===== config.mk =====
export PLATFORM = sky130hd
export DESIGN_NAME = seven_seg_page_renderer_flat
export DESIGN_NICKNAME = d
export VERILOG_FILES = /design/src/rtl/seven_seg_page_renderer_if.sv /design/src/rtl/seven_seg_page_renderer.sv /design/src/flat_wrapper.sv
export SDC_FILE = /design/constraint.sdc
export NUM_CORES = 1
export LEC_CHECK = 0
export ABC_CLOCK_PERIOD_IN_PS = 6000
export CORE_UTILIZATION = 58
export DETAILED_ROUTE_END_ITERATION = 8
export PLACE_DENSITY = 0.86
export SYNTH_ARGS = -nofsm -noshare
export SYNTH_HDL_FRONTEND = slang
export SYNTH_SLANG_ARGS = --single-unit

===== constraint.sdc =====
create_clock -name clk -period 6 [get_ports clk]
set_input_delay 1.2 -clock clk [delete_from_list [all_inputs] [get_ports clk]]
set_output_delay 1.2 -clock clk [all_outputs]
set_load 0.005 [all_outputs]

===== src/rtl/seven_seg_page_renderer_if.sv =====
// Byte-stream output bus of the seven-segment page renderer.
// Master produces display column bytes with page/frame tags; slave applies backpressure.
interface seven_seg_page_renderer_if;
   logic [7:0] out_data;
   logic       out_valid;
   logic       out_ready;
   logic [2:0] out_page;
   logic       out_first;
   logic       out_last;

   modport master (
      output out_data,
      output out_valid,
      output out_page,
      output out_first,
      output out_last,
      input  out_ready
   );

   modport slave (
      input  out_data,
      input  out_valid,
      input  out_page,
      input  out_first,
      input  out_last,
      output out_ready
   );
endinterface


===== src/rtl/seven_seg_page_renderer.sv =====
// Renders a row of seven-segment digits into page-organised display bytes,
// one column byte per accepted handshake, page-major then digit then column.
module seven_seg_page_renderer #(
   parameter int DIGITS = 4,
   parameter int PAGES  = 4,
   parameter int CHAR_W = 21,
   parameter int SPACE  = 2,
   parameter int T      = 4
) (
   input  logic                    clk,
   input  logic                    reset,
   input  logic                    start,
   input  logic [8*DIGITS-1:0]     segments_in,
   input  logic                    invert,
   output logic                    busy,
   output logic                    done,
   seven_seg_page_renderer_if.master out_if
);

   localparam int unsigned COL_W = (CHAR_W > 1) ? $clog2(CHAR_W) : 1;
   localparam int unsigned DIG_W = (DIGITS > 1) ? $clog2(DIGITS) : 1;

   // Glyph geometry; signed so off-glyph columns (x < 0) compare naturally.
   localparam int H  = 8 * PAGES;
   localparam int GW = CHAR_W - 2 * SPACE;
   localparam int HT = T / 2;
   localparam int HH = H / 2;

   localparam logic [COL_W-1:0] COL_MAX  = COL_W'(CHAR_W - 1);
   localparam logic [DIG_W-1:0] DIG_MAX  = DIG_W'(DIGITS - 1);
   localparam logic [2:0]       PAGE_MAX = 3'(PAGES - 1);

   typedef enum logic [1:0] {S_IDLE, S_RUN, S_DONE} state_t;

   state_t              state_q, state_d;
   logic [COL_W-1:0]    col_q, col_d;
   logic [DIG_W-1:0]    dig_q, dig_d;
   logic [2:0]          page_q, page_d;
   logic [8*DIGITS-1:0] snap_q, snap_d;
   logic                inv_q, inv_d;
   logic [7:0]          data_q, data_d;
   logic                valid_q, valid_d;
   logic                first_q, first_d;
   logic                last_q, last_d;
   logic                busy_q, busy_d;
   logic                done_q, done_d;
   logic                load;
   logic [7:0]          cur_seg;

   // Bit k set when row 8*page+k falls in [lo, hi).
   function automatic logic [7:0] row_mask(input int page, input int lo, input int hi);
      logic [7:0] m;
      int         r;
      m = '0;
      for (int k = 0; k < 8; k++) begin
         r    = 8 * page + k;
         m[k] = (r >= lo) && (r < hi);
      end
      return m;
   endfunction

   function automatic logic [7:0] render(input logic [7:0] seg, input int page, input int col);
      logic [7:0] b;
      int         x;
      logic       x_mid, x_left, x_right, x_dp;
      x       = col - SPACE;
      x_mid   = (x >= HT) && (x < GW - HT);
      x_left  = (x >= 0) && (x < T);
      x_right = (x >= GW - T) && (x < GW);
      x_dp    = (col >= CHAR_W - SPACE) && (col < CHAR_W);
      b = '0;
      if (seg[0] && x_mid)   b |= row_mask(page, 0, T);
      if (seg[1] && x_right) b |= row_mask(page, HT, HH);
      if (seg[2] && x_right) b |= row_mask(page, HH, H - HT);
      if (seg[3] && x_mid)   b |= row_mask(page, H - T, H);
      if (seg[4] && x_left)  b |= row_mask(page, HH, H - HT);
      if (seg[5] && x_left)  b |= row_mask(page, HT, HH);
      if (seg[6] && x_mid)   b |= row_mask(page, HH - HT, HH + HT);
      if (seg[7] && x_dp)    b |= row_mask(page, H - T, H);
      return b;
   endfunction

   // Next-state, counter advance and next output byte.
   always_comb begin
      state_d = state_q;
      col_d   = col_q;
      dig_d   = dig_q;
      page_d  = page_q;
      snap_d  = snap_q;
      inv_d   = inv_q;
      data_d  = data_q;
      valid_d = valid_q;
      first_d = first_q;
      last_d  = last_q;
      busy_d  = busy_q;
      done_d  = 1'b0;
      load    = 1'b0;
      cur_seg = '0;

      case (state_q)
         S_IDLE: begin
            if (start) begin
               state_d = S_RUN;
               snap_d  = segments_in;
               inv_d   = invert;
               col_d   = '0;
               dig_d   = '0;
               page_d  = '0;
               valid_d = 1'b1;
               busy_d  = 1'b1;
               load    = 1'b1;
            end
         end
         S_RUN: begin
            if (out_if.out_ready) begin
               if (last_q) begin
                  state_d = S_DONE;
                  valid_d = 1'b0;
                  busy_d  = 1'b0;
                  done_d  = 1'b1;
                  first_d = 1'b0;
                  last_d  = 1'b0;
               end else begin
                  load = 1'b1;
                  if (col_q == COL_MAX) begin
                     col_d = '0;
                     if (dig_q == DIG_MAX) begin
                        dig_d  = '0;
                        page_d = page_q + 3'd1;
                     end else begin
                        dig_d = dig_q + DIG_W'(1);
                     end
                  end else begin
                     col_d = col_q + COL_W'(1);
                  end
               end
            end
         end
         S_DONE:  state_d = S_IDLE;
         default: state_d = S_IDLE;
      endcase

      for (int i = 0; i < DIGITS; i++) begin
         if (dig_d == DIG_W'(i)) cur_seg = snap_d[8*i +: 8];
      end

      // Render from the _d snapshot so the first byte is ready as RUN begins.
      if (load) begin
         data_d  = render(cur_seg, int'(page_d), int'(col_d)) ^ {8{inv_d}};
         first_d = (col_d == '0) && (dig_d == '0);
         last_d  = (col_d == COL_MAX) && (dig_d == DIG_MAX) && (page_d == PAGE_MAX);
      end
   end

   always_ff @(posedge clk) begin
      if (reset) begin
         state_q <= S_IDLE;
         col_q   <= '0;
         dig_q   <= '0;
         page_q  <= '0;
         snap_q  <= '0;
         inv_q   <= 1'b0;
         data_q  <= '0;
         valid_q <= 1'b0;
         first_q <= 1'b0;
         last_q  <= 1'b0;
         busy_q  <= 1'b0;
         done_q  <= 1'b0;
      end else begin
         state_q <= state_d;
         col_q   <= col_d;
         dig_q   <= dig_d;
         page_q  <= page_d;
         snap_q  <= snap_d;
         inv_q   <= inv_d;
         data_q  <= data_d;
         valid_q <= valid_d;
         first_q <= first_d;
         last_q  <= last_d;
         busy_q  <= busy_d;
         done_q  <= done_d;
      end
   end

   assign out_if.out_data  = data_q;
   assign out_if.out_valid = valid_q;
   assign out_if.out_page  = page_q;
   assign out_if.out_first = first_q;
   assign out_if.out_last  = last_q;
   assign busy             = busy_q;
   assign done             = done_q;

endmodule


===== src/flat_wrapper.sv =====
// flat-port wrapper written by rule: the top's interface ports become plain ports
module seven_seg_page_renderer_flat 
#(
   parameter int DIGITS = 4,
   parameter int PAGES  = 4,
   parameter int CHAR_W = 21,
   parameter int SPACE  = 2,
   parameter int T      = 4
)
  (clk, reset, start, segments_in, invert, busy, done, out_if_out_data, out_if_out_valid, out_if_out_page, out_if_out_first, out_if_out_last, out_if_out_ready);
  seven_seg_page_renderer_if out_if_i ();
  input  logic clk;
  input  logic reset;
  input  logic start;
  input  logic [8*DIGITS-1:0] segments_in;
  input  logic invert;
  output logic busy;
  output logic done;
  output wire logic [$bits(out_if_i.out_data)-1:0] out_if_out_data;
  output wire logic [$bits(out_if_i.out_valid)-1:0] out_if_out_valid;
  output wire logic [$bits(out_if_i.out_page)-1:0] out_if_out_page;
  output wire logic [$bits(out_if_i.out_first)-1:0] out_if_out_first;
  output wire logic [$bits(out_if_i.out_last)-1:0] out_if_out_last;
  input wire logic [$bits(out_if_i.out_ready)-1:0] out_if_out_ready;
  assign out_if_out_data = out_if_i.out_data;
  assign out_if_out_valid = out_if_i.out_valid;
  assign out_if_out_page = out_if_i.out_page;
  assign out_if_out_first = out_if_i.out_first;
  assign out_if_out_last = out_if_i.out_last;
  assign out_if_i.out_ready = out_if_out_ready;
  seven_seg_page_renderer #(.DIGITS(DIGITS), .PAGES(PAGES), .CHAR_W(CHAR_W), .SPACE(SPACE), .T(T)) u_core (.clk(clk), .reset(reset), .start(start), .segments_in(segments_in), .invert(invert), .busy(busy), .done(done), .out_if(out_if_i));
endmodule

==> impl_results.md <==
- Setup WS pre-CTS: 1.09 ns
- Post-DP HPWL: 5.68 mm
- First-pass GRT wire length: around 14 mm
- Largest area contributor in the netlist: dfxtp_1
- Distinct cells, synth: 73
- CTS Hold Bufs: 0
- CTS resizes: 0
- Die X: 76.1 µm
- Most common cell in the netlist: nand2_1
- Sink Count: 56
- Outcome: finished, final reports clean
- Post-synthesis net count: 441
- Clk slew on worst S/H paths: approximately 0.10 ns
- Post-route ant nets: 0
- Worst-Skew Late Latency: 0.31 ns
- Initial antenna violation count: 0
- Final period utilization: 76.8%
- Pin count of the biggest net entering global routing: 54
- Synth Cell Area: between 3000 and 4000 µm²
- Worst slew pin tran: 0.959 ns
- Number of buffers created by CTS: 5
- H-tree depth: 2
- DRC Markers: 0
- Critical Path Sink Type: register
- Fmax: 217 MHz
- Crit-path max cell delay: about 0.60 ns
- Crit path required time: between 6 and 7 ns
- PD cells: 195 nW/µm²
- DR WL/cell: around 16 µm
- Top post-synthesis cells by count: nand2_1 (90), dfxtp_1 (56), a21oi_1 (45), nor2_1 (20)
- CP max-delay cell: clkdlybuf4s50_1
- Crit path top cell by count: a221o_1
- Setup Buffers After CTS: 0
- MaxCap Viol Count: 0
- Post-synth EDFFs: 0
- Buffers on Ports: 52
- Top post-synthesis cells by area: dfxtp_1 (35%), nand2_1 (11%), a21oi_1 (7.1%)
- Worst path arrival time: 4.82 ns
- DR vias/cell: 6.13
- CTS tree: yes
- Worst setup margin: roughly 1.4 ns
- Diode count: 0
- Area Growth Syn to Fin: 18.9%
- Flops & latches, synth: 56
- Starting Density: between 60% and 70%
- Clock Root Buffer: clkbuf_8
- Lkg Pwr: 1.41 nW
- Final Wtd Congestion: 0.909
- Worst clock skew: 0.00426 ns
- Slew Viols, Final: 0
- Detailed Route Iter0 Violations: around 300
- Avg Cell Area, Syn: 8.03 µm²
- Num ports: 53
- Die H: 76.1 µm
- WL final: 7.93 mm
- Final critical-path required period: 4.61 ns
- Net count, final: about 480
- Vias in the first global route: 2839
- Gr usage total: 28.9%
- Die Area: just under 6000 µm²
- Rows: 26
- Primary FF master, synth: dfxtp_1
- Final-report setup violation count: 0
- HP Class: register to register
- Register area share after synthesis: 35.2%
- Post-layout util: 72.7%
- Yosys warnings: 0
- RSZ-0062 raised after global routing: false
- Worst setup path category: primary input to register
- Fraction of layout instances using a drive strength above 1: 8.31%
- Clock Path Buffers: 2
- Total core area: between 5000 and 6000 µm²
- Syn Inst Count: 396
- Setup TNS: 0 ns
- Total gr overflow: 0
- Total number of vias: between 3000 and 4000
- Worst path cell trace: clkdlybuf4s50_1, and4bb_1, nand3b_1, and4_1, ha_1, a221o_1, or4_1, a31o_1, nor4_2, o21bai_2, and3_4, a221o_1
- CP startpoint kind: primary input
- Slew HR: 34.4%
- Fin. Hold Viols: 0
- Top cell type's share of synthesized area: a little over a third
- Peak supply drop: 0.173 mV
- Critical-path maximum fanout: 9
- DR pass1 iterations: 5
- Ys async rst share: 0%
## report_power, final
part / total (W) / internal, W / switching [W]
clock network: 0.000212 / 0.0000832 / 0.000129
logic: 0.000121 / 0.0000596 / 0.0000617
registers: 0.000405 / 0.000391 / 0.0000140
## area by class of cell
cell class                      count  area, µm²
Clock buffer                        5       68.8
Clock inverter                      3       21.3
Fill cell                         460       1420
Inverter                            9       33.8
Multi-Input combinational cell    303       1890
Sequential cell                    56       1120
Tap cell                           70       87.6
Timing Repair Buffer               57        558
## sequential cells by signal (all words and copies together), names as in the netlist
signal,count
u_core.snap_q,32
u_core.out_if.out_data,7
u_core.col_q,5
u_core.out_if.out_page,3
u_core.dig_q,2
u_core.state_q,2
u_core.done,1
u_core.inv_q,1
u_core.out_if.out_first,1
u_core.out_if.out_last,1
u_core.out_if.out_valid,1
## kinds of logic after synthesis
| kind of cell | synth area share, % |
|---|---|
| AO/OA/AOI/OAI | 22.7 |
| XOR/XNOR | 0.275 |
| adder cells (fa/ha/maj) | 3.15 |
| buffers and inverters | 5.39 |
| flip-flops | 35.2 |
| multiplexers | 6.21 |
| AND/OR/NAND/NOR | 27.0 |
## per-stage QoR
| step | area (µm²) | cells | hold WS, ns | power, W |
|---|---|---|---|---|
| 6_report | 3780 | 503 | 0.461 | 0.000738 |
| 5_1_grt | 3780 | 503 | 0.483 | 0.000771 |
| 4_1_cts | 3780 | 503 | 0.462 | 0.000741 |
| 3_5_place_dp | 3690 | 495 | 0.447 | 0.000533 |
| 3_3_place_gp | 3690 | 495 | 0.439 | 0.000530 |
| 2_1_floorplan | 3180 | 396 | 0.432 | 0.000479 |
## worst max-delay path: cells and delay by family
kind,cells,cell delay [ns]
fa+ha+maj,1,0.32
simple gates,6,1.73
compound gates,4,0.97
buf+inv,1,0.60
## layer usage
metal	track usage [%]	routed length, µm	up-vias	share of wire [%]
li1	-	-	1502	-
met1	36.8	3360	1447	42
met5	0	0	-	0
met3	4.19	485	9	6.1
met2	51.2	3980	125	50
met4	6.92	90	0	1.1
## worst paths after layout
kind         slack [ns]                         to               from  depth (start not counted)
max                1.39  u_core.out_if.out_data[4]   out_if_out_ready                         12
min                0.46           u_core.snap_q[3]   u_core.snap_q[3]                          2
max reg2reg        2.21  u_core.out_if.out_data[4]  u_core.state_q[0]                         11
min reg2reg        0.46           u_core.snap_q[3]   u_core.snap_q[3]                          2
## layout by cell type (no fill, tap or decap), types with 2 or more instances in the layout
cell / n
a2111o_1: 2
a2111oi_0: 5
a211o_1: 3
a21oi_1: 45
a221o_1: 3
a31oi_1: 2
a32oi_1: 2
and3_1: 2
and3_4: 2
buf_4: 5
clkbuf_8: 5
clkdlybuf4s50_1: 52
dfxtp_1: 56
ha_1: 8
inv_1: 7
inv_2: 2
mux2_2: 4
mux2i_1: 13
nand2_1: 90
nand2b_1: 2
nand3_1: 14
nand3b_1: 5
nand4b_1: 3
nor2_1: 20
nor2b_1: 3
nor3_1: 6
nor4_1: 3
o211a_1: 2
o211ai_1: 7
o21a_1: 3
o21ai_0: 5
o21bai_1: 2
o311ai_1: 2
o31a_1: 2
o31ai_1: 3
or4_1: 4
(Power assumes the default switching activity.)
